**src/rtl/multi_chan_debounce.sv**
```systemverilog
// Multi-channel debounce filter: synchroniser, stability counter, rise/fall strobes.
// Define PERIOD_MEAS_EN to build the rise-to-rise period measurement per channel.
module multi_chan_debounce #(
    parameter int unsigned NUM_CH      = 4,
    parameter int unsigned SYNC_STAGES = 2,
    parameter int unsigned CNT_W       = 16,
    parameter int unsigned PER_W       = 20,
    parameter int unsigned FAST_SIM    = 1
) (
    input  logic                      clk,
    input  logic                      rst_n,
    input  logic [NUM_CH-1:0]         din,
    input  logic [CNT_W-1:0]          stable_thresh,
    output logic [NUM_CH-1:0]         filt,
    output logic [NUM_CH-1:0]         rise,
    output logic [NUM_CH-1:0]         fall,
    output logic [NUM_CH*PER_W-1:0]   period,
    output logic [NUM_CH-1:0]         period_vld
);

    logic [CNT_W-1:0] w_thr_eff;

    // Simulation shortcut caps the threshold; only meaningful if CNT_W can exceed 511.
    generate
        if (FAST_SIM != 0 && CNT_W > 9) begin : g_thr_fast
            assign w_thr_eff = (stable_thresh > CNT_W'(511)) ? CNT_W'(511) : stable_thresh;
        end else begin : g_thr_full
            assign w_thr_eff = stable_thresh;
        end
    endgenerate

    for (genvar g = 0; g < NUM_CH; g++) begin : g_ch
        logic [SYNC_STAGES-1:0] r_sync;
        logic [CNT_W-1:0]       r_cnt;
        logic                   r_filt;
        logic                   r_filt_d;
        logic                   w_s;
        logic                   w_rise;

        assign w_s    = r_sync[SYNC_STAGES-1];
        assign w_rise = r_filt & ~r_filt_d;

        always_ff @(posedge clk or negedge rst_n) begin
            if (!rst_n) begin
                r_sync   <= '0;
                r_cnt    <= '0;
                r_filt   <= 1'b0;
                r_filt_d <= 1'b0;
            end else begin
                r_sync   <= {r_sync[SYNC_STAGES-2:0], din[g]};
                r_filt_d <= r_filt;
                // >= so a threshold lowered below the running count fires next cycle
                if (w_s == r_filt) begin
                    r_cnt <= '0;
                end else if (r_cnt >= w_thr_eff) begin
                    r_filt <= w_s;
                    r_cnt  <= '0;
                end else begin
                    r_cnt <= r_cnt + 1'b1;
                end
            end
        end

        assign filt[g] = r_filt;
        assign rise[g] = w_rise;
        assign fall[g] = ~r_filt & r_filt_d;

`ifdef PERIOD_MEAS_EN
        logic [PER_W-1:0] r_pcnt;
        logic [PER_W-1:0] r_period;
        logic             r_armed;
        logic             r_vld;

        // First rise after reset only arms; all-ones period means stalled.
        always_ff @(posedge clk or negedge rst_n) begin
            if (!rst_n) begin
                r_pcnt   <= '0;
                r_period <= '0;
                r_armed  <= 1'b0;
                r_vld    <= 1'b0;
            end else begin
                r_vld <= w_rise & r_armed;
                if (w_rise) begin
                    r_pcnt  <= PER_W'(1);
                    r_armed <= 1'b1;
                    if (r_armed) begin
                        r_period <= r_pcnt;
                    end
                end else if (r_pcnt != '1) begin
                    r_pcnt <= r_pcnt + 1'b1;
                end
            end
        end

        assign period[g*PER_W +: PER_W] = r_period;
        assign period_vld[g]            = r_vld;
`else
        assign period[g*PER_W +: PER_W] = '0;
        assign period_vld[g]            = 1'b0;
`endif
    end

endmodule

```
**config.mk**
```make
export PLATFORM = sky130hd
export DESIGN_NAME = multi_chan_debounce
export DESIGN_NICKNAME = d
export VERILOG_FILES = /design/src/rtl/multi_chan_debounce.sv
export SDC_FILE = /design/constraint.sdc
export NUM_CORES = 1
export LEC_CHECK = 0
export CORE_MARGIN = 2
export CORE_UTILIZATION = 47
export CTS_BUF_LIST = sky130_fd_sc_hd__clkbuf_16
export DETAILED_ROUTE_END_ITERATION = 10
export PLACE_DENSITY = 0.76
export RECOVER_POWER = 25
export REMOVE_ABC_BUFFERS = 1
export SYNTH_ARGS = -nofsm -noshare
export SYNTH_HDL_FRONTEND = slang
export SYNTH_SLANG_ARGS = --single-unit
```
**constraint.sdc**
```tcl
create_clock -name clk -period 2.3 [get_ports clk]
set_clock_uncertainty 0.05 [all_clocks]
set_input_delay 0.46 -clock clk [delete_from_list [all_inputs] [get_ports clk]]
set_output_delay 0.46 -clock clk [all_outputs]
set_load 0.1 [all_outputs]
```
==> results.sh <==
export IMPL_io_pins=118
export IMPL_dpl_cell_area_um2=5970
export IMPL_grt_total_usage=0.196
export IMPL_end_kind="register"
export IMPL_vias_per_cell=5.10
export IMPL_drc=0
export IMPL_clkLatencyLatePin_ns=0.34
export IMPL_path_max_fanout=4
export IMPL_syn_area_per_cell_um2=9.74
export IMPL_worst_slew_pin_slew_ns=1.02
export IMPL_grt_pass1_vias=4293
export IMPL_layout_setup_ws_ns=-0.884
export IMPL_diodes=0
export IMPL_vias=4170
export IMPL_root_buffer="clkbuf_16"
export IMPL_synthArstFlopShare=1.00
export IMPL_synth_cell_type_count=41
export IMPL_p_seq_frac=0.388
export IMPL_wirelength_um=12500
export IMPL_worstSetupPathType="input pin to register"
export IMPL_synth_edf_count=0
export IMPL_grt_pass1_wl_um=20100
export IMPL_synth_area_leaders="dfrtp_1 36%, ha_1 14%, buf_4 13%"
export IMPL_fp_dieW_um=113
export IMPL_finalHoldViolCount=0
export IMPL_antenna_found_initial=0
export IMPL_drtIter0Drc=165
export IMPL_finalSetupViolations=68
export IMPL_synth_ff_type="dfrtp_1"
export IMPL_netlist_area_leader_share=0.361
export IMPL_grt_start_max_net_pins=39
export IMPL_synth_most_common_cell="buf_4"
export IMPL_status="finished with violations"
export IMPL_h_tree_depth=3
export IMPL_fp_coreArea_um2=11500
export IMPL_design_area_um2=6870
export IMPL_cts_made_buffers=9
export IMPL_power_density_nw_per_um2=546
export IMPL_numPortBuffers=33
export IMPL_p_int_mw=2.38
export IMPL_drv_cap=0
export IMPL_rsz0062_at_grt="true"
export IMPL_multi_input_area_um2=3680
export IMPL_syn_inst=569
export IMPL_p_sw_mw=1.37
export IMPL_grt_ovfl_total=0
export IMPL_ys_seq_area_frac=0.361
export IMPL_wire_per_inst_um=15.2
export IMPL_ys_warnings_count=0
export IMPL_leakagePower_nw=3.46
export IMPL_fp_row_count=39
export IMPL_whs_ns=0.238
export IMPL_hold_path_class="input pin to asynchronous set/reset pin"
export IMPL_clock_sinks=80
export IMPL_ys_seq_elements=80
export IMPL_finalCriticalPeriod_ns=3.18
export IMPL_regArea_um2=2000
export IMPL_fin_nets=755
export IMPL_pwr_share_comb=0.227
export IMPL_syn_to_final_growth_pct=23.9
export IMPL_start_util=0.483
export IMPL_worstPathRequired_ns=2.48
export IMPL_antenna_left=0
export IMPL_nFillCells=895
export IMPL_netlist_top_cell_by_area="dfrtp_1"
export IMPL_dieArea_um2=12700
export IMPL_max_slew_margin=0.322
export IMPL_die_h_um=113
export IMPL_hold_buffers=0
export IMPL_cts_path_max_buffers=2
export IMPL_start_kind="input pin"
export IMPL_violations="setup timing"
export IMPL_clock_power_share=0.384
export IMPL_first_pass_iters=4
export IMPL_period_share=1.38
export IMPL_synth_area_um2=5540
export IMPL_ir_drop_mv=0.536
export IMPL_timing_fmax_mhz=314
export IMPL_slew_violations=0
export IMPL_arrival_ns=3.37
export IMPL_r2r_setup_slack_ns=0.12
export IMPL_cts_tree="built"
export IMPL_place_congestion=0.860
export IMPL_drive_above_1_share=0.245
export IMPL_synth_common_cells="93 x buf_4, 81 x nor2_1, 80 x dfrtp_1"
export IMPL_hpwl_um=8210
export IMPL_swShare=0.364
export IMPL_cts_reportedPaths_clkPinSlew_ns=0.07
==> state kept, by name, indices dropped and copies added (netlist names) <==
register,cells
g_ch.r_filt_d,4
g_ch.r_sync,8
g_ch.r_cnt,64
g_ch.r_filt,4
==> cell type report <==
cell class	instances	area share
Tap cell	143	0.0260
Clock inverter	7	0.0106
Sequential cell	80	0.291
Inverter	10	0.00546
Multi-Input combinational cell	493	0.536
Clock buffer	9	0.0328
Timing Repair Buffer	75	0.0976
==> per-stage QoR <==
stage,std cells,setup slack (ns),util,power (mW),TNS (ns)
finish,817,-0.884,0.599,3.75,-54.89
detailed placement,791,-1.78,0.520,2.28,-115.24
CTS,817,-0.969,0.581,3.75,-58.77
global placement,791,-1.77,0.520,2.27,-111.60
floorplan,581,-1.30,-,2.16,-84.47
global route,817,-0.954,0.599,3.86,-59.96
==> timing repair <==
action	in CTS	in global routing
gates cloned	3	0
resized for setup	82	50
setup buffers	7	1
endpoints found under the setup margin	68	68
pin swaps	54	30
==> cell usage in the layout (no fill, tap or decap), drive strengths merged, types with 4 or more instances in the layout <==
cell and n:
nor3 4, dfrtp 80, or2 4, nand4 16, mux2 4, o21ai 8, ha 64, nor2b 10
inv 10, clkbuf 10, nand2 17, xor2 39, buf 57, clkdlybuf4s50 16, a41oi 4, conb 112
nand3 29, xnor2 21, a21oi 12, a21o 22, nor2 82, maj3 4, and3 17, nand2b 7
clkinv 4
==> power by group through the flow <==
stage          registers, mW  logic [mW]  clock network [mW]
2_1_floorplan           1.48       0.684                   0
3_3_place_gp            1.48       0.792                   0
3_5_place_dp            1.48       0.802                   0
4_1_cts                 1.46       0.830                1.47
5_1_grt                 1.46       0.887                1.52
6_report                1.46       0.853                1.44
==> cell families after synthesis <==
group | Yosys count | synth area share
buf+inv | 108 | 0.139
simple gates | 196 | 0.175
fa+ha+maj | 68 | 0.152
flops | 80 | 0.361
compound gates | 51 | 0.0693
xor+xnor | 60 | 0.0948
mux | 4 | 0.00812
other cells | 2 | 0.00135
==> metal layers <==
metal  track usage  up-vias  wire length, um
li1              -     1949                -
met1         0.227     2045             4920
met2         0.350      128             6490
met3        0.0378       48              435
met4        0.0878        0              607
met5             0        -                0
==> final timing paths <==
kind | start | to | cells past startpoint
max in group asynchronous | rst_n | g_ch[3].r_filt_d | 2
min in group clk | g_ch[1].r_sync[0] | g_ch[1].r_sync[1] | 0
worst min register to register | g_ch[1].r_sync[0] | g_ch[1].r_sync[1] | 0
worst min-delay path | rst_n | g_ch[0].r_cnt[6] | 1
worst max-delay path | stable_thresh[9] | g_ch[0].r_filt | 11
worst max register to register | g_ch[3].r_cnt[0] | g_ch[3].r_filt | 9
==> critical path: stages <==
cell             delay [ns]
clkdlybuf4s15_2        0.20
or4_4                  0.42
or4_4                  0.45
or2_4                  0.28
ha_1                   0.28
nand2b_4               0.14
a21o_1                 0.18
maj3_2                 0.34
a41oi_4                0.19
o21ai_2                0.11
mux2_4                 0.30
Note: power is estimated with default switching activity, not from simulation.
